===== config.mk =====
export PLATFORM = sky130hd
export DESIGN_NAME = dbg_entry_ctrl
export DESIGN_NICKNAME = d
export VERILOG_FILES = /design/src/rtl/dbg_entry_ctrl.sv
export SDC_FILE = /design/constraint.sdc
export NUM_CORES = 1
export LEC_CHECK = 0
export ABC_AREA = 1
export CAP_MARGIN = 5
export CORE_MARGIN = 5
export CORE_UTILIZATION = 40
export DETAILED_ROUTE_END_ITERATION = 12
export HOLD_SLACK_MARGIN = 0.1
export PLACE_DENSITY = 0.89
export SLEW_MARGIN = 20
export SYNTH_ARGS = -nofsm -noshare
export SYNTH_HDL_FRONTEND = slang
export SYNTH_SLANG_ARGS = --single-unit

===== constraint.sdc =====
create_clock -name cpu_clk -period 2 [get_ports cpu_clk]
set_input_delay 0.2 -clock cpu_clk [delete_from_list [all_inputs] [get_ports cpu_clk]]
set_output_delay 0.2 -clock cpu_clk [all_outputs]
set_load 0.02 [all_outputs]

===== src/rtl/dbg_entry_ctrl.sv =====
// dbg_entry_ctrl: debug-mode entry/exit sequencing with pipeline drain, dpc/cause capture
// and a single-cycle resume redirect back to dpc.
module dbg_entry_ctrl #(
   parameter int ADDR_WIDTH   = 32,
   parameter int FLUSH_CYCLES = 3
) (
   input  logic                  cpu_clk,
   input  logic                  cpu_rst,
   input  logic                  breakpoint,
   input  logic                  ebreak_ex,
   input  logic                  haltreq,
   input  logic                  resumereq,
   input  logic                  step,
   input  logic                  instr_retire,
   input  logic [ADDR_WIDTH-1:0] pc_ex,
   input  logic [ADDR_WIDTH-1:0] next_pc_ex,
   input  logic                  dpc_wr_en,
   input  logic [ADDR_WIDTH-1:0] dpc_wr_data,
   output logic                  dbg_mode,
   output logic                  halted,
   output logic                  resumeack,
   output logic                  pipe_flush,
   output logic                  resume_pc_valid,
   output logic [ADDR_WIDTH-1:0] resume_pc,
   output logic [ADDR_WIDTH-1:0] dpc,
   output logic [2:0]            dbg_cause
);
   typedef enum logic [1:0] {RUN, FLUSH, HALTED, RESUME} state_t;
   state_t     state;
   logic [3:0] cnt;
   logic       step_armed;
   logic       entry;
   logic       use_pc_ex;
   logic [2:0] cause;
   always_comb begin
      entry     = breakpoint | ebreak_ex | haltreq | (step_armed & instr_retire);
      use_pc_ex = breakpoint | ebreak_ex;
      cause     = breakpoint ? 3'd2 : ebreak_ex ? 3'd1 : haltreq ? 3'd3 : 3'd4;
   end
   assign resume_pc = dpc;
   always_ff @(posedge cpu_clk or posedge cpu_rst) begin
      if (cpu_rst) begin
         state           <= RUN;
         cnt             <= '0;
         step_armed      <= 1'b0;
         dpc             <= '0;
         dbg_cause       <= '0;
         dbg_mode        <= 1'b0;
         halted          <= 1'b0;
         resumeack       <= 1'b0;
         pipe_flush      <= 1'b0;
         resume_pc_valid <= 1'b0;
      end else begin
         pipe_flush      <= 1'b0;
         resumeack       <= 1'b0;
         resume_pc_valid <= 1'b0;
         case (state)
            RUN: if (entry) begin
               state      <= FLUSH;
               cnt        <= 4'(FLUSH_CYCLES - 1);
               step_armed <= 1'b0;
               dpc        <= use_pc_ex ? pc_ex : next_pc_ex;
               dbg_cause  <= cause;
               dbg_mode   <= 1'b1;
               pipe_flush <= 1'b1;
            end
            FLUSH: if (cnt == 4'd0) begin
               state  <= HALTED;
               halted <= 1'b1;
            end else
               cnt <= cnt - 4'd1;
            HALTED: begin
               if (dpc_wr_en)
                  dpc <= dpc_wr_data;
               // haltreq wins over a simultaneous resumereq
               if (resumereq && !haltreq) begin
                  state           <= RESUME;
                  halted          <= 1'b0;
                  resumeack       <= 1'b1;
                  resume_pc_valid <= 1'b1;
               end
            end
            RESUME: begin
               state      <= RUN;
               dbg_mode   <= 1'b0;
               step_armed <= step;
            end
            default: state <= RUN;
         endcase
      end
   end
endmodule


==> results of run 1 <==
-- layout make-up --
cell class                      instances  share of cell area [%]
Inverter                               83                    6.28
Timing Repair Buffer                  188                    37.8
Tap cell                              102                    2.57
Clock buffer                            6                    1.66
Multi-Input combinational cell        332                    28.4
Sequential cell                        46                    23.2
-- kinds of logic after synthesis --
kind of cell    share of synthesized area (%)
compound gates                           1.82
fa+ha+maj                                2.32
buf+inv                                  20.9
flops                                    35.6
simple gates                             39.4
-- Yosys cell counts --
library cell	count
a21oi_1	4
buf_1	3
buf_2	10
buf_4	36
buf_6	3
dfrtp_1	46
ha_1	6
inv_1	82
inv_2	1
nand2_1	261
nand2_4	1
nand3_1	39
nand4_1	2
nand4_4	1
nor2_1	8
nor2_4	1
o21ai_0	6
o21ai_2	1
or2_2	2
-- per-stage QoR --
step | cells | total power, mW | hold slack [ps]
2_1_floorplan | 513 | 4.89 | 348
3_5_place_dp | 751 | 6.59 | 490
4_1_cts | 757 | 7.16 | 255
6_report | 757 | 7.09 | 241
5_1_grt | 757 | 7.66 | 276
3_3_place_gp | 751 | 6.41 | 481
-- state kept, by name (all words and copies together), names as in the netlist --
signal and cells:
resume_pc_valid 1, halted 1, cnt 4, dbg_mode 1, dpc 32, step_armed 1
dbg_cause 3, pipe_flush 1, state 2
-- worst register-to-register path, stage by stage (launching register included) --
cell and delay [ps]:
dfrtp_1 440, inv_1 140, ha_2 330, buf_4 220, o21ai_0 220, nand3_1 190, nand2_1 80, nand2_1 60
-- layer usage --
layer,GRT usage [%],routed length (µm),vias to the layer above
met2,37.4,5300,156
met1,22.0,3940,1613
met5,0,0,-
met3,4.45,738,17
li1,-,-,1751
met4,6.51,161,0
-- power by group through the flow --
stage	clock (mW)	combinational [mW]	sequential, mW
detailed placement	0	4.81	1.78
finish	0.556	4.77	1.77
global placement	0	4.65	1.76
floorplan	0	2.74	2.15
global route	0.612	5.21	1.83
CTS	0.569	4.82	1.77
-- final timing paths --
| kind | from | depth (start not counted) | endpoint |
|---|---|---|---|
| max | state[0] | 7 | state[0] |
| min | cpu_rst | 2 | cnt[1] |
| max reg2reg | state[0] | 7 | state[0] |
| min reg2reg | dbg_mode | 2 | dbg_mode |
| max in group asynchronous | cpu_rst | 3 | dpc[22] |
| min in group cpu_clk | step | 3 | step_armed |
==> out/metrics.yaml, run 1 <==
status: "finished clean"
maxSlewHeadroom_pct: 65.0
cts_made_buffers: 5
drtAntennaViolNets: 0
synth_cell_types: 19
synth.cell_area_um2: 3240
min_period_over_period_pct: 87.0
finClkSkew_ps: 12.9
startpoint_type: "flip-flop"
crit_fanout: 12
p_int_mw: 3.75
multi_input_area_um2: 1410
crit_buf_inv: 2
die-height_um: 99.9
die_area_um2: 9990
hold_path_class: "primary input to async pin"
cts_root_buffer: "clkbuf_8"
synth_top_area_share_pct: 35.6
ctsHtreeMaxLevel: 2
grt_pass1_wl_mm: 16.3
pre_cts_ws_ps: 192
worst_slew_pin_slew_ps: 520
dpl_cell_area_um2: 4870
final_common_cell: "nand2_1"
clockBufferDepth: 2
hold_buffers: 0
crit_required_ps: 2240
clock-sinks: 46
ys_seq_area_share_pct: 35.6
core_area_um2: 7810
synth-seq-cells: 46
swShare_pct: 47.1
routed_via_density: 4.67
dieWidth_um: 99.9
slowest_stage: "dfrtp_1"
gr-usage-all-layers_pct: 19.9
clk_pin_slew_worst_paths_ps: 90
synthCells: 513
fin_area_um2: 4960
ios: 177
cts_tree: "done"
synth_area_per_cell_um2: 6.31
share_comb_of_total_power_pct: 67.2
row_count: 32
power_density_nw_per_um2: 1430
cap_viol_max_count: 0
synth_nets: 624
cpPeakStageDelay_ps: 440
drt_pass1_iterations: 4
vias: 3537
post-route-min-period_ps: 1740
final_layout_size_suffix_gt1_share_pct: 4.12
grt_pass1_vias: 3590
path_delay_family: "flip-flops"
fillCellCount: 710
crit_type: "flip-flop to flip-flop"
r2r_setup_slack_ps: 260
portBuffers: 176
final_hold_viol_count: 0
grt_overflow: 0
post_cts.repair.setup_buffers: 0
cpMostUsedCell: "nand2_1"
final_cell_mix: "261 x nand2_1, 176 x clkdlybuf4s50_1, 81 x inv_1"
grt_setup_unrepaired: "false"
synth.area.top_cells: "dfrtp_1 36%, nand2_1 30%, inv_1 9.5%, buf_4 8.4%, nand3_1 6.0%"
antenna_found_initial: 0
layout-area-overhead-vs-synth_pct: 53.3
final-seq-area_um2: 1150
cp_cell_sequence: "inv_1, ha_2, buf_4, o21ai_0, nand3_1, nand2_1, nand2_1"
place.gp.congestion: 0.914
cp.arrival_ps: 1980
remaining_drc_errors: 0
p_clk_share_pct: 7.8
yosysWarnings: 0
drt-total-wl_mm: 10.1
insertion_delay_ps: 290
layout_setup_ws_ps: 260
final_nets: 767
setup_tns_ps: 0
avgRoutedWirePerCell_um: 13.4
final_util_pct: 63.5
power_switching_mw: 3.34
cp-end-kind: "flip-flop"
sequentialPowerShare_pct: 24.9
dpl.hpwl_mm: 8.30
grt_max_degree: 33
setup_viol: 0
irDropWorstVdd_mv: 0.671
yosysTopAreaCell: "dfrtp_1"
drtIter0Drc: 114
antenna_cells: 0
maxClockFrequency_ghz: 0.575
power.leakage_nw: 2.67
ctsResizeCount: 0
finalMaxSlewViolations: 0
start_util_pct: 41.4
No activity file was read; power rests on OpenSTA's default activity.
==> run 2: changes to the inputs <==
- ABC_CLOCK_PERIOD_IN_PS: unset -> 2000
==> results of run 2 <==
No change in the layout: final DEF, timing and power equal those of run 1.
==> RTL edit 1 (flow settings as in run 1) <==
The parameter `ADDR_WIDTH` goes from 32 to 48.
--- a/src/rtl/dbg_entry_ctrl.sv
+++ b/src/rtl/dbg_entry_ctrl.sv
@@ -2,5 +2,5 @@
 // and a single-cycle resume redirect back to dpc.
 module dbg_entry_ctrl #(
-   parameter int ADDR_WIDTH   = 32,
+   parameter int ADDR_WIDTH   = 48,
    parameter int FLUSH_CYCLES = 3
 ) (
Ports: changed (5 resized); port bits go from 177 to 257. No check against the original RTL was run, so the function may have changed too.
==> RTL edit 1 against run 1 <==
Sequential cell count grew 16; setup slack lost 3.1 ps; combinational power grew 39%; design area grew 39%; area after synthesis grew 36%; wire length grew 46%; total power grew 41%; synthesized cell count grew 40%; critical path type unchanged.
==> RTL edit 1: results (changes against run 1) <==
| Metric | Value |
|---|---|
| Gp weighted congestion | `0.857 (-6.2%)` |
| Max incr delay on CP | `410 ps (-30 ps)` |
| Layout filler cell count | `977 (+38%)` |
| Total clock buffers created by CTS | `9 (+4)` |
| Overall fraction of global-route tracks in use | `21.9% (+2.0 points)` |
| Clock tree skew after final layout | `10.6 ps (-2.32 ps)` |
| Fraction of power spent switching nets | `47.4% (+0.31 points)` |
| Sequential area share after synthesis | `35.2% (-0.34 points)` |
| Largest net degree at the start of global routing | `63 (+91%)` |
| Top cells by instance count after synthesis | `nand2_1, inv_1, dfrtp_1` |
| Max IR drop VDD | `1100 uV (+64%)` |
| Max H-tree Level | `3 (+1)` |
| Violation count after the first detailed-route iteration | `240 (+110%)` |
| Run status | `complete, no violations` |
| Worst-path fanout max | `24 (+12)` |
| Delay-heaviest family, CP | `buffers and inverters` |
| HPWL Detailed | `11.3 mm (+36%)` |
| Unique cell type count in the Yosys netlist | `18 (-1)` |
| Layout Nets | `1076 (+40%)` |
| Worst reg2reg path endpoint | `dpc[1]` |
| DR vias | `4908 (+39%)` |
| Register-to-Register Path Depth | `9 (+2)` |
| Area post-placement | `6750 um2 (+38%)` |
| Wire length of the first global-routing pass | `23.4 mm (+43%)` |
| Leakage power of the design | `3.73 nW (+40%)` |
| Fraction of final layout cells sized beyond drive strength 1 | `3.92% (-0.20 points)` |
| Tightest slew margin relative to the limit | `73.0% (+8.1 points)` |
==> RTL edit 1: cell types whose count changed after synthesis, moves of 5 or more <==
cell	before	now
nand2_1	261	372
inv_1	82	114
buf_4	36	53
dfrtp_1	46	62
nand3_1	39	55
clkbuf_1	0	12
buf_2	10	15
==> RTL edit 1: how the worst max path moves through the flow <==
stage / from / end / slack [ps] / depth (start not counted)
2_1_floorplan: cpu_rst / cnt[0] / 260 / 1
4_1_cts: state[0] / dpc[24] / 260 / 9
3_3_place_gp: ebreak_ex / dpc[18] / 320 / 8
5_1_grt: state[0] / state[0] / 80 / 7
3_5_place_dp: state[0] / dpc[1] / 270 / 9
6_report: state[0] / dpc[1] / 260 / 9
==> RTL edit 1: logic make-up (layout without fill, tap and decap cells) <==
group,after synthesis,count (layout),share of synthesized area (%)
AO/OA/AOI/OAI,11,11,1.25
adder cells (fa/ha/maj),6,6,1.70
buffers and inverters,195,397,21.6
flip-flops,62,62,35.2
AND/OR/NAND/NOR,443,443,40.2
==> RTL edit 1: power groups by stage <==
stage	Combinational [mW]	Clock [mW]	Sequential (mW)
after detailed placement	6.66	0	2.46
after CTS	6.67	0.977	2.44
final	6.62	0.946	2.44
after global routing	7.26	1.03	2.53
after floorplan	3.72	0	2.95
after global placement	6.50	0	2.44
==> RTL edit 1: per-stage QoR <==
| stage | setup WS, ps | hold slack, ps | instances | utilization [%] |
|---|---|---|---|---|
| after global placement | 320 | 463 | 1046 | 62.5 |
| after floorplan | 259 | 348 | 717 | - |
| after CTS | 256 | 277 | 1059 | 64.0 |
| final | 257 | 268 | 1059 | 64.0 |
| after global routing | 84.7 | 292 | 1059 | 64.0 |
| after detailed placement | 271 | 481 | 1046 | 62.5 |
==> RTL edit 1: final cells by class <==
class                           instances  area [um2]  area share (%)
Clock buffer                           11         151            2.19
Clock inverter                          2        10.0           0.145
Sequential cell                        62        1550            22.4
Tap cell                              140         175            2.53
Timing Repair Buffer                  269        2690            38.8
Multi-Input combinational cell        460        1910            27.6
Inverter                              115         432            6.25
==> RTL edit 1: worst min-delay path, cell delays in order <==
cell             delay, ps
clkdlybuf4s50_1        420
inv_2                   80
buf_12                 290
==> RTL edit 1: per-layer routing <==
layer  vias up  share of wire [%]  GRT usage (%)
li1       2439                  -              -
met1      2218                 39           24.9
met2       218                 51           39.9
met3        33                7.5           4.47
met4         0                2.9           8.69
met5         -                  0              0
==> RTL edit 2 (flow settings as in run 1) <==
Made on the original files. Register the output `dbg_mode` once more, without a reset; this adds one clock of latency there. The other outputs are not delayed to match.
--- a/src/rtl/dbg_entry_ctrl.sv
+++ b/src/rtl/dbg_entry_ctrl.sv
@@ -27,4 +27,6 @@
 );
    typedef enum logic [1:0] {RUN, FLUSH, HALTED, RESUME} state_t;
+
+   logic dbg_mode_s0;
    state_t     state;
    logic [3:0] cnt;
@@ -46,5 +48,5 @@
          dpc             <= '0;
          dbg_cause       <= '0;
-         dbg_mode        <= 1'b0;
+         dbg_mode_s0     <= 1'b0;
          halted          <= 1'b0;
          resumeack       <= 1'b0;
@@ -62,5 +64,5 @@
                dpc        <= use_pc_ex ? pc_ex : next_pc_ex;
                dbg_cause  <= cause;
-               dbg_mode   <= 1'b1;
+               dbg_mode_s0 <= 1'b1;
                pipe_flush <= 1'b1;
             end
@@ -83,5 +85,5 @@
             RESUME: begin
                state      <= RUN;
-               dbg_mode   <= 1'b0;
+               dbg_mode_s0 <= 1'b0;
                step_armed <= step;
             end
@@ -90,4 +92,8 @@
       end
    end
+   always_ff @(posedge cpu_clk) begin
+      dbg_mode <= dbg_mode_s0;
+   end
+
 endmodule
 
Formal check against the unedited RTL: not equivalent (a bounded check fails within 4 cycles, from zero or initial values and one cycle with cpu_rst high).
==> RTL edit 2 against run 1 <==
Setup slack got worse by 9.2 ps; design area is 0.88% higher; core utilization up 0.56 points; critical path depth up 2; synthesized cell count unchanged; die area is 0.45% higher; wire length is 1.4% lower; clock power rose by 11%; largest power group unchanged; sequential cell count grew 1; total power up 1.5%; fmax shrank 0.53%; area after synthesis is 0.50% higher.
==> RTL edit 2: results (changes against run 1) <==
| Metric | Value |
|---|---|
| Run status | `complete, no violations` |
| Gp weighted congestion | `0.853 (-6.7%)` |
| Max incr delay on CP | `410 ps (-30 ps)` |
| Placement Setup Slack | `260 ps (+67.6 ps)` |
| Unique cell type count in the Yosys netlist | `20 (+1)` |
| Clock network fraction of total power | `8.6% (+0.8 points)` |
| Cell types with the largest area share after synthesis | `dfrtp_1, nand2_1, inv_1` |
| Layout filler cell count | `690 (-2.8%)` |
| Wire length of the first global-routing pass | `16.2 mm (-0.67%)` |
| Sequential area share after synthesis | `36.0% (+0.44 points)` |
| Async SR Flop Fraction | `97.9% (-2.1 points)` |
| Worst-path fanout max | `24 (+12)` |
| Clock edge transition at the registers on the reported setup and hold paths | `90 ps (about the same)` |
| Port Buffer Count | `176 (unchanged)` |
| Clock tree skew after final layout | `6.51 ps (-6.37 ps)` |
| Setup bufs post-CTS | `0 (unchanged)` |
| Final-report setup violation count | `0 (unchanged)` |
| Storage element area | `1170 um2 (+1.7%)` |
| Total routed wirelength | `10.0 mm (-1.4%)` |
| Violation count after the first detailed-route iteration | `127 (+11%)` |
| Routed vias/inst | `4.61 (-1.3%)` |
| Overall fraction of global-route tracks in use | `19.7% (-0.24 points)` |
| Number of instances resized during post-cts repair | `0 (unchanged)` |
| Placeable core area | `7810 um2 (unchanged)` |
| Final cell count without fillers | `759 (+0.26%)` |
| Area post-placement | `4900 um2 (+0.59%)` |
| Number of warnings printed during yosys synthesis | `0 (unchanged)` |
| Largest net degree at the start of global routing | `33 (unchanged)` |
| Hold Crit Class | `input pin to asynchronous set/reset pin` |
| Top cells by instance count after synthesis | `nand2_1, inv_1, dfrtp_1` |
| Data arrival time of the worst path | `1980 ps (about the same)` |
| Fraction of final layout cells sized beyond drive strength 1 | `4.11% (-0.013 points)` |
| Placed cell count | `751 (unchanged)` |
| Leakage power of the design | `2.69 nW (+0.75%)` |
| HPWL Detailed | `8.09 mm (-2.4%)` |
| Max IR drop VDD | `671 uV (about the same)` |
| Deepest clock path buffer count | `2 (unchanged)` |
| Vias in the first global route | `3503 (-2.4%)` |
| Layout Nets | `767 (unchanged)` |
| Gate Count Post-Synth | `513 (unchanged)` |
| Cell with the largest stage delay on the worst path | `dfrtp_1` |
| Pint | `3.85 mW (+2.7%)` |
| Actual transition at the worst max-transition pin | `506 ps (-14.0 ps)` |
| Delay-heaviest family, CP | `buffers and inverters` |
[RTL edit 2: changes by cell type after synthesis]
cell,change
nor2_1,-1
nand3_1,+1
dfxtp_1,+1
inv_1,-1
nand2_1,+1
o21ai_0,-1
[RTL edit 2: worst paths after layout]
path / from / to / slack, ps / depth (start not counted)
max: state[0] / dpc[5] / 250 / 9
min: cpu_rst / dpc[22] / 260 / 2
max reg2reg: state[0] / dpc[5] / 250 / 9
min reg2reg: dbg_mode_s0 / dbg_mode / 380 / 0
max in group asynchronous: cpu_rst / dpc[5] / 1230 / 3
min in group cpu_clk: dbg_mode_s0 / dbg_mode / 380 / 0
[RTL edit 2: layer usage]
metal  share of wire [%]  track usage [%]  up-vias
met5                   0                0        -
met4                 1.7             5.08        0
met3                 8.3             4.52       17
met2                  52             36.3      149
met1                  38             22.7     1572
li1                    -                -     1762
[RTL edit 2: power by group through the flow]
stage / Clock [mW] / Combinational [mW] / Sequential [mW]
finish: 0.616 / 4.77 / 1.81
global route: 0.675 / 5.24 / 1.88
CTS: 0.634 / 4.84 / 1.81
detailed placement: 0 / 4.83 / 1.83
global placement: 0 / 4.68 / 1.80
floorplan: 0 / 2.74 / 2.18
[RTL edit 2: worst reg2reg max path: stages (launching register included)]
cell,delay (ps)
dfrtp_1,410
inv_1,100
ha_1,260
buf_4,180
o21ai_2,190
nand2_4,70
inv_2,150
buf_12,180
nand2_1,80
nand2_1,60
[RTL edit 2: cells by family after synthesis]
group	count (synthesis)	share of synthesized area (%)
buf+inv	134	20.7
fa+ha+maj	6	2.31
flops	47	36.0
simple gates	316	39.3
compound gates	10	1.65
[RTL edit 2: layout make-up]
type	instances	share of cell area (%)
tap	102	2.55
timing repair buffer	188	37.8
sequential	47	23.4
inverter	82	6.15
multi-input combinational	332	28.1
clock buffer	8	2.00
